### src/rtl/sram_bus_arbiter_if.sv
`timescale 1ns/1ps
`default_nettype none
// ============================================================================
// sram_bus_arbiter_if : requester and memory-side signal bundle of the arbiter
// Rev 1.0
// ============================================================================
interface sram_bus_arbiter_if #(
  parameter int ADDR_W = 32,
  parameter int DATA_W = 32
);
  logic                  inst_req;
  logic [ADDR_W-1:0]     inst_addr;
  logic                  inst_addr_ok;
  logic                  inst_data_ok;
  logic [DATA_W-1:0]     inst_rdata;

  logic                  data_req;
  logic                  data_wr;
  logic [DATA_W/8-1:0]   data_wstrb;
  logic [ADDR_W-1:0]     data_addr;
  logic [DATA_W-1:0]     data_wdata;
  logic                  data_addr_ok;
  logic                  data_data_ok;
  logic [DATA_W-1:0]     data_rdata;

  logic                  mem_req;
  logic                  mem_wr;
  logic [DATA_W/8-1:0]   mem_wstrb;
  logic [ADDR_W-1:0]     mem_addr;
  logic [DATA_W-1:0]     mem_wdata;
  logic                  mem_addr_ok;
  logic                  mem_data_ok;
  logic [DATA_W-1:0]     mem_rdata;

  // Arbiter view: requester side is served, memory side is driven.
  modport slave (
    input  inst_req, inst_addr,
    output inst_addr_ok, inst_data_ok, inst_rdata,
    input  data_req, data_wr, data_wstrb, data_addr, data_wdata,
    output data_addr_ok, data_data_ok, data_rdata,
    output mem_req, mem_wr, mem_wstrb, mem_addr, mem_wdata,
    input  mem_addr_ok, mem_data_ok, mem_rdata
  );

  modport master (
    output inst_req, inst_addr,
    input  inst_addr_ok, inst_data_ok, inst_rdata,
    output data_req, data_wr, data_wstrb, data_addr, data_wdata,
    input  data_addr_ok, data_data_ok, data_rdata,
    input  mem_req, mem_wr, mem_wstrb, mem_addr, mem_wdata,
    output mem_addr_ok, mem_data_ok, mem_rdata
  );
endinterface
`default_nettype wire

### src/rtl/sram_bus_arbiter.sv
`timescale 1ns/1ps
`default_nettype none
// ============================================================================
// sram_bus_arbiter : shares one memory port between fetch and data requesters
// Rev 1.0
// ============================================================================
module sram_bus_arbiter #(
  parameter int ADDR_W       = 32,
  parameter int DATA_W       = 32,
  parameter int STARVE_LIMIT = 4
) (
  input  logic              clk,
  input  logic              rst,
  sram_bus_arbiter_if.slave bus,
  output logic              busy
);
  localparam int         STRB_W     = DATA_W / 8;
  localparam logic [1:0] S_IDLE     = 2'd0;
  localparam logic [1:0] S_ADDR     = 2'd1;
  localparam logic [1:0] S_WAIT     = 2'd2;
  localparam logic [3:0] STARVE_MAX = 4'(STARVE_LIMIT);

  logic [1:0]        state_q, state_d;
  logic [3:0]        starve_q, starve_d;
  logic              own_data_q, own_data_d;
  logic              wr_q, wr_d;
  logic [STRB_W-1:0] wstrb_q, wstrb_d;
  logic [ADDR_W-1:0] addr_q, addr_d;
  logic [DATA_W-1:0] wdata_q, wdata_d;
  logic              grant_inst;
  logic              addr_hs;
  logic              data_hs;

  always_ff @(posedge clk or negedge rst) begin
    if (!rst) begin
      state_q    <= S_IDLE;
      starve_q   <= '0;
      own_data_q <= 1'b0;
      wr_q       <= 1'b0;
      wstrb_q    <= '0;
      addr_q     <= '0;
      wdata_q    <= '0;
    end else begin
      state_q    <= state_d;
      starve_q   <= starve_d;
      own_data_q <= own_data_d;
      wr_q       <= wr_d;
      wstrb_q    <= wstrb_d;
      addr_q     <= addr_d;
      wdata_q    <= wdata_d;
    end
  end

  // Data has priority unless the fetch side has waited STARVE_LIMIT grants.
  assign grant_inst = bus.inst_req && (!bus.data_req || (starve_q == STARVE_MAX));

  always_comb begin
    state_d    = state_q;
    starve_d   = starve_q;
    own_data_d = own_data_q;
    wr_d       = wr_q;
    wstrb_d    = wstrb_q;
    addr_d     = addr_q;
    wdata_d    = wdata_q;
    case (state_q)
      S_IDLE: begin
        if (!bus.inst_req) starve_d = '0;
        if (bus.inst_req || bus.data_req) begin
          state_d = S_ADDR;
          if (grant_inst) begin
            own_data_d = 1'b0;
            wr_d       = 1'b0;
            wstrb_d    = '0;
            addr_d     = bus.inst_addr;
            wdata_d    = '0;
            starve_d   = '0;
          end else begin
            own_data_d = 1'b1;
            wr_d       = bus.data_wr;
            wstrb_d    = bus.data_wr ? bus.data_wstrb : '0;
            addr_d     = bus.data_addr;
            wdata_d    = bus.data_wdata;
            if (bus.inst_req && (starve_q < STARVE_MAX)) starve_d = starve_q + 4'd1;
          end
        end
      end
      S_ADDR: begin
        if (bus.mem_addr_ok) state_d = bus.mem_data_ok ? S_IDLE : S_WAIT;
      end
      S_WAIT: begin
        if (bus.mem_data_ok) state_d = S_IDLE;
      end
      default: state_d = S_IDLE;
    endcase
  end

  // A response counts in WAIT, or in ADDR only together with the address handshake.
  always_comb begin
    addr_hs          = (state_q == S_ADDR) && bus.mem_addr_ok;
    data_hs          = ((state_q == S_WAIT) && bus.mem_data_ok) || (addr_hs && bus.mem_data_ok);
    busy             = (state_q != S_IDLE);
    bus.mem_req      = (state_q == S_ADDR);
    bus.mem_wr       = wr_q;
    bus.mem_wstrb    = wstrb_q;
    bus.mem_addr     = addr_q;
    bus.mem_wdata    = wdata_q;
    bus.inst_addr_ok = addr_hs && !own_data_q;
    bus.data_addr_ok = addr_hs && own_data_q;
    bus.inst_data_ok = data_hs && !own_data_q;
    bus.data_data_ok = data_hs && own_data_q;
    bus.inst_rdata   = (data_hs && !own_data_q) ? bus.mem_rdata : '0;
    bus.data_rdata   = (data_hs && own_data_q) ? bus.mem_rdata : '0;
  end
endmodule
`default_nettype wire
### src/flat_wrapper.sv
// flat-port wrapper written by rule: the top's interface ports become plain ports
module sram_bus_arbiter_flat 
#(
  parameter int ADDR_W       = 32,
  parameter int DATA_W       = 32,
  parameter int STARVE_LIMIT = 4
)
  (clk, rst, busy, bus_inst_req, bus_inst_addr, bus_inst_addr_ok, bus_inst_data_ok, bus_inst_rdata, bus_data_req, bus_data_wr, bus_data_wstrb, bus_data_addr, bus_data_wdata, bus_data_addr_ok, bus_data_data_ok, bus_data_rdata, bus_mem_req, bus_mem_wr, bus_mem_wstrb, bus_mem_addr, bus_mem_wdata, bus_mem_addr_ok, bus_mem_data_ok, bus_mem_rdata);
  sram_bus_arbiter_if #(.ADDR_W(ADDR_W), .DATA_W(DATA_W)) bus_i ();
  input  logic clk;
  input  logic rst;
  output logic busy;
  input wire logic [$bits(bus_i.inst_req)-1:0] bus_inst_req;
  input wire logic [$bits(bus_i.inst_addr)-1:0] bus_inst_addr;
  output wire logic [$bits(bus_i.inst_addr_ok)-1:0] bus_inst_addr_ok;
  output wire logic [$bits(bus_i.inst_data_ok)-1:0] bus_inst_data_ok;
  output wire logic [$bits(bus_i.inst_rdata)-1:0] bus_inst_rdata;
  input wire logic [$bits(bus_i.data_req)-1:0] bus_data_req;
  input wire logic [$bits(bus_i.data_wr)-1:0] bus_data_wr;
  input wire logic [$bits(bus_i.data_wstrb)-1:0] bus_data_wstrb;
  input wire logic [$bits(bus_i.data_addr)-1:0] bus_data_addr;
  input wire logic [$bits(bus_i.data_wdata)-1:0] bus_data_wdata;
  output wire logic [$bits(bus_i.data_addr_ok)-1:0] bus_data_addr_ok;
  output wire logic [$bits(bus_i.data_data_ok)-1:0] bus_data_data_ok;
  output wire logic [$bits(bus_i.data_rdata)-1:0] bus_data_rdata;
  output wire logic [$bits(bus_i.mem_req)-1:0] bus_mem_req;
  output wire logic [$bits(bus_i.mem_wr)-1:0] bus_mem_wr;
  output wire logic [$bits(bus_i.mem_wstrb)-1:0] bus_mem_wstrb;
  output wire logic [$bits(bus_i.mem_addr)-1:0] bus_mem_addr;
  output wire logic [$bits(bus_i.mem_wdata)-1:0] bus_mem_wdata;
  input wire logic [$bits(bus_i.mem_addr_ok)-1:0] bus_mem_addr_ok;
  input wire logic [$bits(bus_i.mem_data_ok)-1:0] bus_mem_data_ok;
  input wire logic [$bits(bus_i.mem_rdata)-1:0] bus_mem_rdata;
  assign bus_i.inst_req = bus_inst_req;
  assign bus_i.inst_addr = bus_inst_addr;
  assign bus_inst_addr_ok = bus_i.inst_addr_ok;
  assign bus_inst_data_ok = bus_i.inst_data_ok;
  assign bus_inst_rdata = bus_i.inst_rdata;
  assign bus_i.data_req = bus_data_req;
  assign bus_i.data_wr = bus_data_wr;
  assign bus_i.data_wstrb = bus_data_wstrb;
  assign bus_i.data_addr = bus_data_addr;
  assign bus_i.data_wdata = bus_data_wdata;
  assign bus_data_addr_ok = bus_i.data_addr_ok;
  assign bus_data_data_ok = bus_i.data_data_ok;
  assign bus_data_rdata = bus_i.data_rdata;
  assign bus_mem_req = bus_i.mem_req;
  assign bus_mem_wr = bus_i.mem_wr;
  assign bus_mem_wstrb = bus_i.mem_wstrb;
  assign bus_mem_addr = bus_i.mem_addr;
  assign bus_mem_wdata = bus_i.mem_wdata;
  assign bus_i.mem_addr_ok = bus_mem_addr_ok;
  assign bus_i.mem_data_ok = bus_mem_data_ok;
  assign bus_i.mem_rdata = bus_mem_rdata;
  sram_bus_arbiter #(.ADDR_W(ADDR_W), .DATA_W(DATA_W), .STARVE_LIMIT(STARVE_LIMIT)) u_core (.clk(clk), .rst(rst), .bus(bus_i), .busy(busy));
endmodule
### config.mk
export PLATFORM = sky130hd
export DESIGN_NAME = sram_bus_arbiter_flat
export DESIGN_NICKNAME = d
export VERILOG_FILES = /design/src/rtl/sram_bus_arbiter_if.sv /design/src/rtl/sram_bus_arbiter.sv /design/src/flat_wrapper.sv
export SDC_FILE = /design/constraint.sdc
export NUM_CORES = 1
export LEC_CHECK = 0
export ABC_AREA = 1
export CORE_AREA = 2 2 107 109
export CTS_CLUSTER_SIZE = 10
export DETAILED_ROUTE_END_ITERATION = 10
export DIE_AREA = 0 0 109 111
export HOLD_SLACK_MARGIN = 0.05
export MAX_ROUTING_LAYER = met4
export PLACE_DENSITY = 0.85
export SLEW_MARGIN = 25
export SYNTH_ARGS = -nofsm -noshare
export SYNTH_HDL_FRONTEND = slang
export SYNTH_SLANG_ARGS = --single-unit
### constraint.sdc
create_clock -name clk -period 3.35 [get_ports clk]
set_clock_uncertainty 0.1 [all_clocks]
set_input_delay 0.67 -clock clk [delete_from_list [all_inputs] [get_ports clk]]
set_output_delay 0.67 -clock clk [all_outputs]
set_load 0.02 [all_outputs]
======== After elaboration in Yosys (flattened, before gate mapping) ========
Cells that the tools add are included.
word-level totals
  bits in registers ....................... 76
  input bits .............................. 139
  logic and storage cells ................. 50
operators by class
  add/sub/neg operators ................... 1
  $lt $le $gt $ge ......................... 1
  equal/unequal tests ..................... 6
  multiplexer cells ....................... 17
  reductions and logical operators ........ 18
operator list
  kind                                                 count
  2-to-1 mux 32 bit                                    4
  2-to-1 mux 4 bit                                     6
  logical AND 1 bit                                    9
  2-to-1 mux 2 bit                                     4
  one-hot mux 2 bit (3 select lines)                   1
  adder 4 x 1 -> 4 bit, second input constant          1
  equality test 4 x 3 -> 1 bit, second input constant  1
  < comparator 4 x 3 -> 1 bit, second input constant   1
  != test 2 x 1 -> 1 bit, second input constant        2
  logical OR 1 bit                                     3
  AND reduction 3 bit                                  1
  equality test 2 x 1 -> 1 bit, second input constant  1
  equality test 2 bit, second input constant           1
  zero test 1 bit                                      2
  zero test 2 bit                                      1
  2-to-1 mux 1 bit                                     2
  != test 2 bit, second input constant                 1
  AND reduction 2 bit                                  1
  nonzero test 2 bit                                   1

======== Logic depth before layout (Yosys ltp) ========
Gate-level depths: netlist of run 1.
  depth in word-level cells ............... 6
  depth in mapped cells ................... 10
  gate-level depth less buffers ........... 9

======== Worst setup path after synthesis of run 1 ========
No wires, ideal clock.
  path kind ............................... reg-to-output
  from .................................... register u_core.state_q[1]
  to ...................................... output bus_data_rdata[22]
  arrival ................................. 1481 ps
  required time ........................... 2580 ps
  setup slack ............................. 1099 ps
  cell stages (with the launch flop) ...... 7
  cell sequence ........................... dfrtp_1 -> nor2_2 -> nand2_1 -> nand2_1 -> nand3_2 -> buf_2 -> nor2_1
on the way
  cells in the longest elaborated chain, start to end .. 6
  elaborated cells on any way between the ends .. 8
  classes of those cells .................. 2 x eq/ne; 1 x mux; 5 x reduce/logical
ends and longest elaborated chain
  element                       line                     text
  start: declaration            sram_bus_arbiter.sv:23   logic [1:0] state_q, state_d;
  start signal: assignment      sram_bus_arbiter.sv:44   state_q <= state_d;
  equality test 2 x 1 -> 1 bit  --
  named net bus_mem_req         flat_wrapper.sv:26       output wire logic [$bits(bus_i.mem_req)-1:0] bus_mem_req;
  logical AND 1 bit             sram_bus_arbiter.sv:99   addr_hs = (state_q == S_ADDR) && bus.mem_addr_ok;
  logical AND 1 bit             sram_bus_arbiter.sv:100  data_hs = ((state_q == S_WAIT) && bus.mem_data_ok) || (addr_hs && bus.mem_data_ok);
  logical OR 1 bit              sram_bus_arbiter.sv:100
  logical AND 1 bit             sram_bus_arbiter.sv:112  bus.data_rdata = (data_hs && own_data_q) ? bus.mem_rdata : '0;
  2-to-1 mux 32 bit             sram_bus_arbiter.sv:112
  end: declaration              flat_wrapper.sv:25       output wire logic [$bits(bus_i.data_rdata)-1:0] bus_data_rdata;
The timed path passes the listed nets, and every way through them passes these cells.

======== Worst setup path in the final report of run 1 ========
  from .................................... input bus_mem_addr_ok
  to ...................................... output bus_inst_rdata[24]
on the way
  cells in the longest elaborated chain, start to end .. 5
ends and longest elaborated chain
  element             line                     text
  start: declaration  flat_wrapper.sv:31       input wire logic [$bits(bus_i.mem_addr_ok)-1:0] bus_mem_addr_ok;
  logical AND 1 bit   sram_bus_arbiter.sv:99
  logical AND 1 bit   sram_bus_arbiter.sv:100
  logical OR 1 bit    sram_bus_arbiter.sv:100
  logical AND 1 bit   sram_bus_arbiter.sv:111  bus.inst_rdata = (data_hs && !own_data_q) ? bus.mem_rdata : '0;
  2-to-1 mux 32 bit   sram_bus_arbiter.sv:111
  end: declaration    flat_wrapper.sv:17       output wire logic [$bits(bus_i.inst_rdata)-1:0] bus_inst_rdata;
No other way between the ends.

==> impl_metrics.ini, run 1 <==
[sta]
hold_violations = 0
whs_ns = 0.2759
rsz0062_at_grt = no
slew_violations = 0
slew_headroom_pct = 54.70
fin_crit_sh_pct = 95.37
setup_viol = 0
fmax_ghz = 0.3130
worst_slew_pin_slew_ns = 0.6796
min_period_ns = 3.195
tns_ns = 0

[drt]
vias = 4557
postRouteAntennaNets = 0
first_pass_iters = 5
wl_per_cell_um = 12.84
wl_mm = 13.04
first_iter_violations = 288
vias_per_cell = 4.485
drcViolationCount = 0

[clock_network]
cts_hold_buffers = 0
cts_buffers = 9
htreeDepth = 3
cts_resized = 0
cts_sinks = 76
clk_latency_ns = 0.32
cts_root_buffer = clkbuf_16
clkTransAtPathRegs_ns = 0.06
cts_tree = built
postCtsSetupRepairBufs = 0
clockBufferDepth = 2

[placement]
place_congestion = 0.8262
placed_area_um2 = 7002
io_buffer_count = 277
hpwl_mm = 9.835
dp.cells = 1000

[power_and_ir_drop]
p_per_area_nw_per_um2 = 727.1
leakagePower_nw = 3.760
peakVddDrop_v = 0.0003773

[cells_and_area]
fill_cells = 958
drive_gt1_share_pct = 5.727
diodes = 0
layout.nets = 1009
syn2layout_area_growth_pct = 74.36
design_area_um2 = 7293
fin_cells = 1016

[floorplanning]
die_h_um = 111
io_pins = 278
die_x_um = 109
core-area_um2 = 11080
die_area_um2 = 12100
floorplan.initialDensity_pct = 37.76
rows = 39

[critical_path]
required_ns = 2.58
crit_family = buffers and inverters
crit_chain = clkdlybuf4s50_1 > nand2_1 > nand2_1 > nand3_2 > buf_12 > nor2_1 > clkdlybuf4s50_1
cp.depth = 7
cp-start-kind = input port
cp.buffers_inverters = 3
reg2reg_depth = 10
critPathKind = input port to primary output
worst-path-max-fanout = 33
worstPathArrival_ns = 2.42
cpMaxStageDelayCell = clkdlybuf4s50_1
max_stage_delay_ns = 0.63
endpoint_kind = primary output

[grt]
antenna_found_initial = 0
grt_overflow_total = 0
track_usage_pct = 22.30
grt_max_degree = 77
grt_pass1_vias = 4246
grt_first_pass_wirelength_mm = 21.07

[yosys]
syn_area_um2 = 4183
synth_cell_types = 21
synth_edf_count = 0
ys_seq_area_share_pct = 45.47
ys.flop_type = dfrtp_1
synthArstFlopShare_pct = 100.0
postSynthCellCount = 602
syn_nets = 743
synth.avg_cell_area_um2 = 6.948
ys_warn_count = 0
ys_ff_latch = 76

[job]
maxCapViolCount = 0

[worst_hold_path]
hp-class = input port to async pin

[run_status]
status = finished, final reports clean
-- layout make-up --
class / count / area (um^2) / area share [%]
flip-flops and latches: 76 / 1902 / 26.08
multi-input cells: 386 / 1650 / 22.63
repair buffers: 285 / 2859 / 39.20
clock inverters: 5 / 35.03 / 0.4804
well taps: 143 / 178.9 / 2.453
clock buffers: 11 / 252.7 / 3.465
inverters: 110 / 415.4 / 5.696
-- routing by layer --
metal | GRT usage, % | up-vias | wire [um]
li1 | - | 2298 | -
met1 | 29.32 | 2071 | 5553
met2 | 35.73 | 174 | 6266
met3 | 4.762 | 14 | 1085
met4 | 4.103 | 0 | 136
met5 | - | - | 0
-- kinds of logic after synthesis --
group | Yosys count | synth area share, %
AOI/OAI and AO/OA | 6 | 0.7777
adders and majority gates | 2 | 0.5982
buffers and inverters | 140 | 15.08
DFF | 76 | 45.47
and+or+nand+nor | 378 | 38.08
-- worst paths after layout --
path | from | end | slack [ns]
setup / recovery | bus_mem_addr_ok | bus_inst_rdata[24] | 0.16
setup reg to reg | u_core.starve_q[0] | u_core.bus.mem_wdata[28] | 1.32
max in group asynchronous | rst | u_core.bus.mem_addr[15] | 2.41
min in group clk | u_core.bus.mem_addr[2] | u_core.bus.mem_addr[2] | 0.38
hold reg to reg | u_core.bus.mem_addr[2] | u_core.bus.mem_addr[2] | 0.38
hold / removal | rst | u_core.bus.mem_wdata[25] | 0.28
-- state kept, by name (all words and copies together) (netlist names) --
| name | count |
|---|---|
| u_core.state_q | 2 |
| u_core.own_data_q | 1 |
| u_core.starve_q | 4 |
| u_core.bus.mem_wr | 1 |
| u_core.bus.mem_wdata | 32 |
| u_core.bus.mem_wstrb | 4 |
| u_core.bus.mem_addr | 32 |
-- layout by cell type (no fill, tap or decap), drive strengths merged --
master	count
clkdlybuf4s50	276
nand2	233
inv	111
dfrtp	76
nor2	74
nand3	71
clkbuf	11
buf	9
o21ai	4
clkinv	3
ha	2
o31ai	1
a21oi	1
clkinvlp	1
-- stage by stage --
stage	utilization [%]	power, mW	setup slack [ns]
final	65.84	5.303	0.1550
after global routing	65.84	5.673	0.02474
after CTS	65.81	5.364	0.1557
after detailed placement	63.21	4.432	0.1646
after global placement	63.21	4.377	0.2277
after floorplan	-	3.071	1.099
-- power by group --
part	total (mW)	internal, mW	switching, mW
combinational	2.83	1.27	1.56
clock	0.908	0.543	0.365
sequential	1.56	1.34	0.229
-- Yosys cell counts, types with 4 or more instances --
cell	instances	area, um^2
buf_6	8	90.09
dfrtp_1	76	1902
nor2_1	71	266.5
inv_1	105	394.1
nand2_2	12	75.07
inv_2	4	15.01
o21ai_0	4	20.02
buf_2	19	95.09
nand2_1	219	822.0
nand3_1	68	340.3
Power figures use the tool's default switching activity.
==> run 2, diff against run 1 <==
--- a/config.mk
+++ b/config.mk
@@ -6,13 +6,14 @@
 export NUM_CORES = 1
 export LEC_CHECK = 0
 export ABC_AREA = 1
-export CORE_AREA = 2 2 107 109
+export CORE_AREA = 2 2 109 111
 export CTS_CLUSTER_SIZE = 10
 export DETAILED_ROUTE_END_ITERATION = 10
-export DIE_AREA = 0 0 109 111
+export DIE_AREA = 0 0 111 113
+export DONT_BUFFER_PORTS = 1
 export HOLD_SLACK_MARGIN = 0.05
 export MAX_ROUTING_LAYER = met4
-export PLACE_DENSITY = 0.85
+export SKIP_CTS_REPAIR_TIMING = 1
 export SLEW_MARGIN = 25
 export SYNTH_ARGS = -nofsm -noshare
 export SYNTH_HDL_FRONTEND = slang
==> impl_metrics.ini, run 2 (same netlist as run 1, synthesis figures left out) <==
[grt]
track_usage_pct = 16.56
grt_pass1_vias = 3073
grt_overflow_total = 0
grt_first_pass_wirelength_mm = 16.22
antenna_found_initial = 0
grt_max_degree = 77

[sta]
slew_violations = 0
slew_headroom_pct = 54.11
min_period_ns = 3.084
worst_slew_pin_slew_ns = 0.6860
hold_violations = 0
tns_ns = 0
rsz0062_at_grt = no
fmax_ghz = 0.3242
fin_crit_sh_pct = 92.07
setup_viol = 0

[clock_network]
cts_root_buffer = clkbuf_16
clkTransAtPathRegs_ns = 0.06
cts_sinks = 76
clk_latency_ns = 0.33
clockBufferDepth = 2
cts_buffers = 9
cts_tree = built
htreeDepth = 3

[critical_path]
path_common_cell = nand2_1
max_stage_delay_ns = 0.54
endpoint_kind = primary output
cp.buffers_inverters = 0
rr_endpoint = u_core.bus.mem_wdata[3]
rr_startpoint = u_core.state_q[1]
required_ns = 2.58
cp-start-kind = flop
cpMaxStageDelayCell = nor2_1
critPathKind = flop to primary output
cp.depth = 5
worstPathArrival_ns = 2.31
reg2reg_depth = 8
worst-path-max-fanout = 33
crit_family = simple AND/OR/NAND/NOR gates
r2r_setup_slack_ns = 1.30
crit_chain = nor2_2 > nand2_1 > nand2_1 > nand3_2 > nor2_1

[drt]
vias = 3572
wl_mm = 10.62
first_iter_violations = 351
postRouteAntennaNets = 0
vias_per_cell = 4.860
first_pass_iters = 5
wl_per_cell_um = 14.44
drcViolationCount = 0

[power_and_ir_drop]
leakagePower_nw = 2.687
peakVddDrop_v = 0.0003725
comb_power_share_pct = 27.5
power.internal_mw = 2.162
net-switching-power_mw = 2.005
p_per_area_nw_per_um2 = 933.1
seqPwrFrac_pct = 51.3
clkPwrFrac_pct = 21.2
switching_share_pct = 48.12

[placement]
hpwl_mm = 7.708
place_congestion = 0.7756
io_buffer_count = 0
placed_area_um2 = 4169

[cells_and_area]
syn2layout_area_growth_pct = 6.760
final_cell_mix = nand2_1 (219), inv_1 (105), dfrtp_1 (76), nor2_1 (71), nand3_1 (68)
design_area_um2 = 4466
layout_commonest_cell = nand2_1
drive_gt1_share_pct = 7.432
fill_cells = 1171
diodes = 0
layout.nets = 728

[floorplanning]
die_x_um = 111
io_pins = 278
rows = 39
die_h_um = 113
floorplan.initialDensity_pct = 37.11
core-area_um2 = 11270
die_area_um2 = 12540

[job]
maxCapViolCount = 0

[worst_hold_path]
hp-class = input port to async pin

[run_status]
status = finished, final reports clean
-- run 2: cell count changes in the layout (fill, tap and decap cells not counted) --
cell,change
buf_12,-2
buf_16,+1
buf_4,-3
buf_6,-1
clkbuf_1,+1
clkbuf_8,-2
clkdlybuf4s50_1,-276
clkinv_2,+1
-- run 2: worst max-delay path by stage --
stage / to / slack (ns) / startpoint
5_1_grt: bus_data_rdata[6] / 0.08 / u_core.state_q[1]
3_5_place_dp: bus_data_rdata[6] / 0.64 / u_core.state_q[1]
6_report: bus_data_rdata[6] / 0.27 / u_core.state_q[1]
2_1_floorplan: bus_data_rdata[22] / 1.10 / u_core.state_q[1]
4_1_cts: bus_data_rdata[6] / 0.27 / u_core.state_q[1]
3_3_place_gp: bus_data_rdata[10] / 0.72 / u_core.state_q[1]
-- run 2: final cells by class --
type	count	area, um^2	area share [%]
Clock buffer	10	229.0	5.127
Clock inverter	6	40.04	0.8966
Inverter	110	415.4	9.302
Multi-Input combinational cell	386	1650	36.96
Sequential cell	76	1902	42.59
Tap cell	143	178.9	4.007
Timing Repair Buffer	4	50.05	1.121
-- run 2: per-layer routing --
metal	wire (um)	up-vias	GRT usage, %
met5	0	-	-
met4	161	0	6.333
met3	932	15	5.142
met2	4610	199	21.76
met1	4912	1633	23.66
li1	-	1725	-
-- run 2: power by group through the flow --
stage               clock network [mW]  registers (mW)  logic, mW
floorplan                            0            2.04       1.03
detailed placement                   0            2.14       1.15
global route                     0.965            2.19       1.32
CTS                              0.919            2.14       1.14
global placement                     0            2.15       1.10
finish                           0.881            2.14       1.15
-- run 2: worst register-to-register path, delay by kind of cell (launching register included) --
kind | cells | cell delay, ns
buffers and inverters | 3 | 0.78
DFF | 1 | 0.42
and+or+nand+nor | 5 | 0.70
-- run 2: stage by stage --
stage | hold slack (ns) | setup WS, ns | utilization [%] | cells | power (mW)
2_1_floorplan | 0.2744 | 1.099 | - | 602 | 3.071
3_3_place_gp | 0.2759 | 0.7195 | 36.99 | 718 | 3.246
3_5_place_dp | 0.2759 | 0.6377 | 36.99 | 718 | 3.292
4_1_cts | -0.08653 | 0.2676 | 39.37 | 734 | 4.204
5_1_grt | 0.1507 | 0.08268 | 39.62 | 735 | 4.474
6_report | 0.1265 | 0.2658 | 39.62 | 735 | 4.167
==> run 3, diff against run 2 <==
--- a/config.mk
+++ b/config.mk
@@ -13,6 +13,7 @@
 export DONT_BUFFER_PORTS = 1
 export HOLD_SLACK_MARGIN = 0.05
 export MAX_ROUTING_LAYER = met4
+export PLACE_DENSITY_LB_ADDON = 0.3
 export SKIP_CTS_REPAIR_TIMING = 1
 export SLEW_MARGIN = 25
 export SYNTH_ARGS = -nofsm -noshare
==> impl_metrics.ini, run 3 (same netlist as run 1, synthesis figures left out) <==
[run_status]
status = finished, final reports clean

[cells_and_area]
final_cell_mix = nand2_1 (219), inv_1 (105), dfrtp_1 (76), nor2_1 (71), nand3_1 (68)
drive_gt1_share_pct = 7.601
syn2layout_area_growth_pct = 7.538
layout.nets = 728
diodes = 0
fin_cells = 735
layout_commonest_cell = nand2_1

[grt]
use_met2_pct = 28.55
busiest_layer = met2
grt_use_met1_pct = 21.55
antenna_found_initial = 0
grt_max_degree = 77
track_usage_pct = 17.51
grtUsageMet3_pct = 5.410
grt_first_pass_wirelength_mm = 17.20
grt_overflow_total = 0
grt_pass1_vias = 3465

[placement]
place_congestion = 0.7841
io_buffer_count = 0
dp.cells = 718
pre_cts_ws_ns = 0.6347
hpwl_mm = 8.066

[sta]
slew_violations = 0
worst_slew_pin_slew_ns = 0.7403
slew_headroom_pct = 50.48
setup_slack_ns = 0.2707
fmax_ghz = 0.3248
fin_crit_sh_pct = 91.92
hold_violations = 0
tns_ns = 0
whs_ns = 0.1383
rsz0062_at_grt = no
min_period_ns = 3.079
setup_viol = 0

[clock_network]
cts_sinks = 76
cts_tree = built
clkTransAtPathRegs_ns = 0.06
htreeDepth = 3
clk_latency_ns = 0.33
cts_root_buffer = clkbuf_16
cts_buffers = 9
clockBufferDepth = 2

[power_and_ir_drop]
leakagePower_nw = 2.702
peakVddDrop_v = 0.0004149
p_per_area_nw_per_um2 = 947.2

[critical_path]
required_ns = 2.58
critPathKind = flop to primary output
endpoint_kind = primary output
worst-path-max-fanout = 33
cp-start-kind = flop
critPathLaunch = u_core.state_q[1]
worstPathArrival_ns = 2.31
rr_startpoint = u_core.state_q[1]

[floorplanning]
die_area_um2 = 12540
core-area_um2 = 11270
io_pins = 278
die_h_um = 113
floorplan.initialDensity_pct = 37.11
die_x_um = 111
rows = 39

[drt]
postRouteAntennaNets = 0
first_pass_iters = 4
first_iter_violations = 217
drcViolationCount = 0
wl_per_cell_um = 14.95
wl_mm = 10.99
vias = 3571
vias_per_cell = 4.859

[job]
maxCapViolCount = 0

[worst_hold_path]
hp-class = input port to async pin
==> run 3: cell types whose count changed in the layout (fill, tap and decap cells not counted) <==
cell       change
clkinv_2       -1
bufinv_16      +1
inv_8          +1
inv_6          -1
clkbuf_1       -1
clkinv_4       +1
==> run 3: layout make-up <==
cell class	count	area [um^2]
clock buffer	9	225.2
timing repair buffer	4	50.05
sequential	76	1902
inverter	110	415.4
clock inverter	7	76.32
fill	1184	6774
tap	143	178.9
multi-input combinational	386	1650
==> run 3: routing by layer <==
metal  routed length, um  part of all wire (%)  vias to the layer above
li1                    -                     -                     1729
met1                4656                    42                     1662
met2                5391                    49                      172
met3                 835                   7.6                        8
met4                 104                  0.95                        0
met5                   0                     0                        -
==> run 3: worst max-delay path, stage by stage, from the launching register on <==
cell and delay [ns]:
dfrtp_1 0.42, nor2_2 0.28, nand2_1 0.17, nand2_1 0.14
nand3_2 0.44, nor2_1 0.52
==> run 3: path summary, 6_finish.rpt <==
path | slack [ns] | cells after the start | endpoint
max | 0.27 | 5 | bus_data_rdata[9]
min | 0.14 | 1 | u_core.bus.mem_wdata[0]
max reg2reg | 1.21 | 7 | u_core.bus.mem_addr[10]
min reg2reg | 0.44 | 2 | u_core.starve_q[2]
max in group asynchronous | 2.72 | 1 | u_core.bus.mem_wdata[28]
min in group clk | 0.30 | 1 | u_core.state_q[1]
==> run 3: per-stage QoR <==
| stage | instance area [um^2] | util, % | total power [mW] |
|---|---|---|---|
| after global routing | 4498 | 39.90 | 4.574 |
| after floorplan | 4183 | - | 3.071 |
| after detailed placement | 4169 | 36.99 | 3.311 |
| after CTS | 4471 | 39.66 | 4.302 |
| final | 4498 | 39.90 | 4.260 |
| after global placement | 4169 | 36.99 | 3.261 |
==> run 3: power breakdown <==
part	internal, mW	switching [mW]	leakage [nW]
Clock	0.582	0.386	0.147
Combinational	0.328	0.817	1.60
Sequential	1.33	0.815	0.951
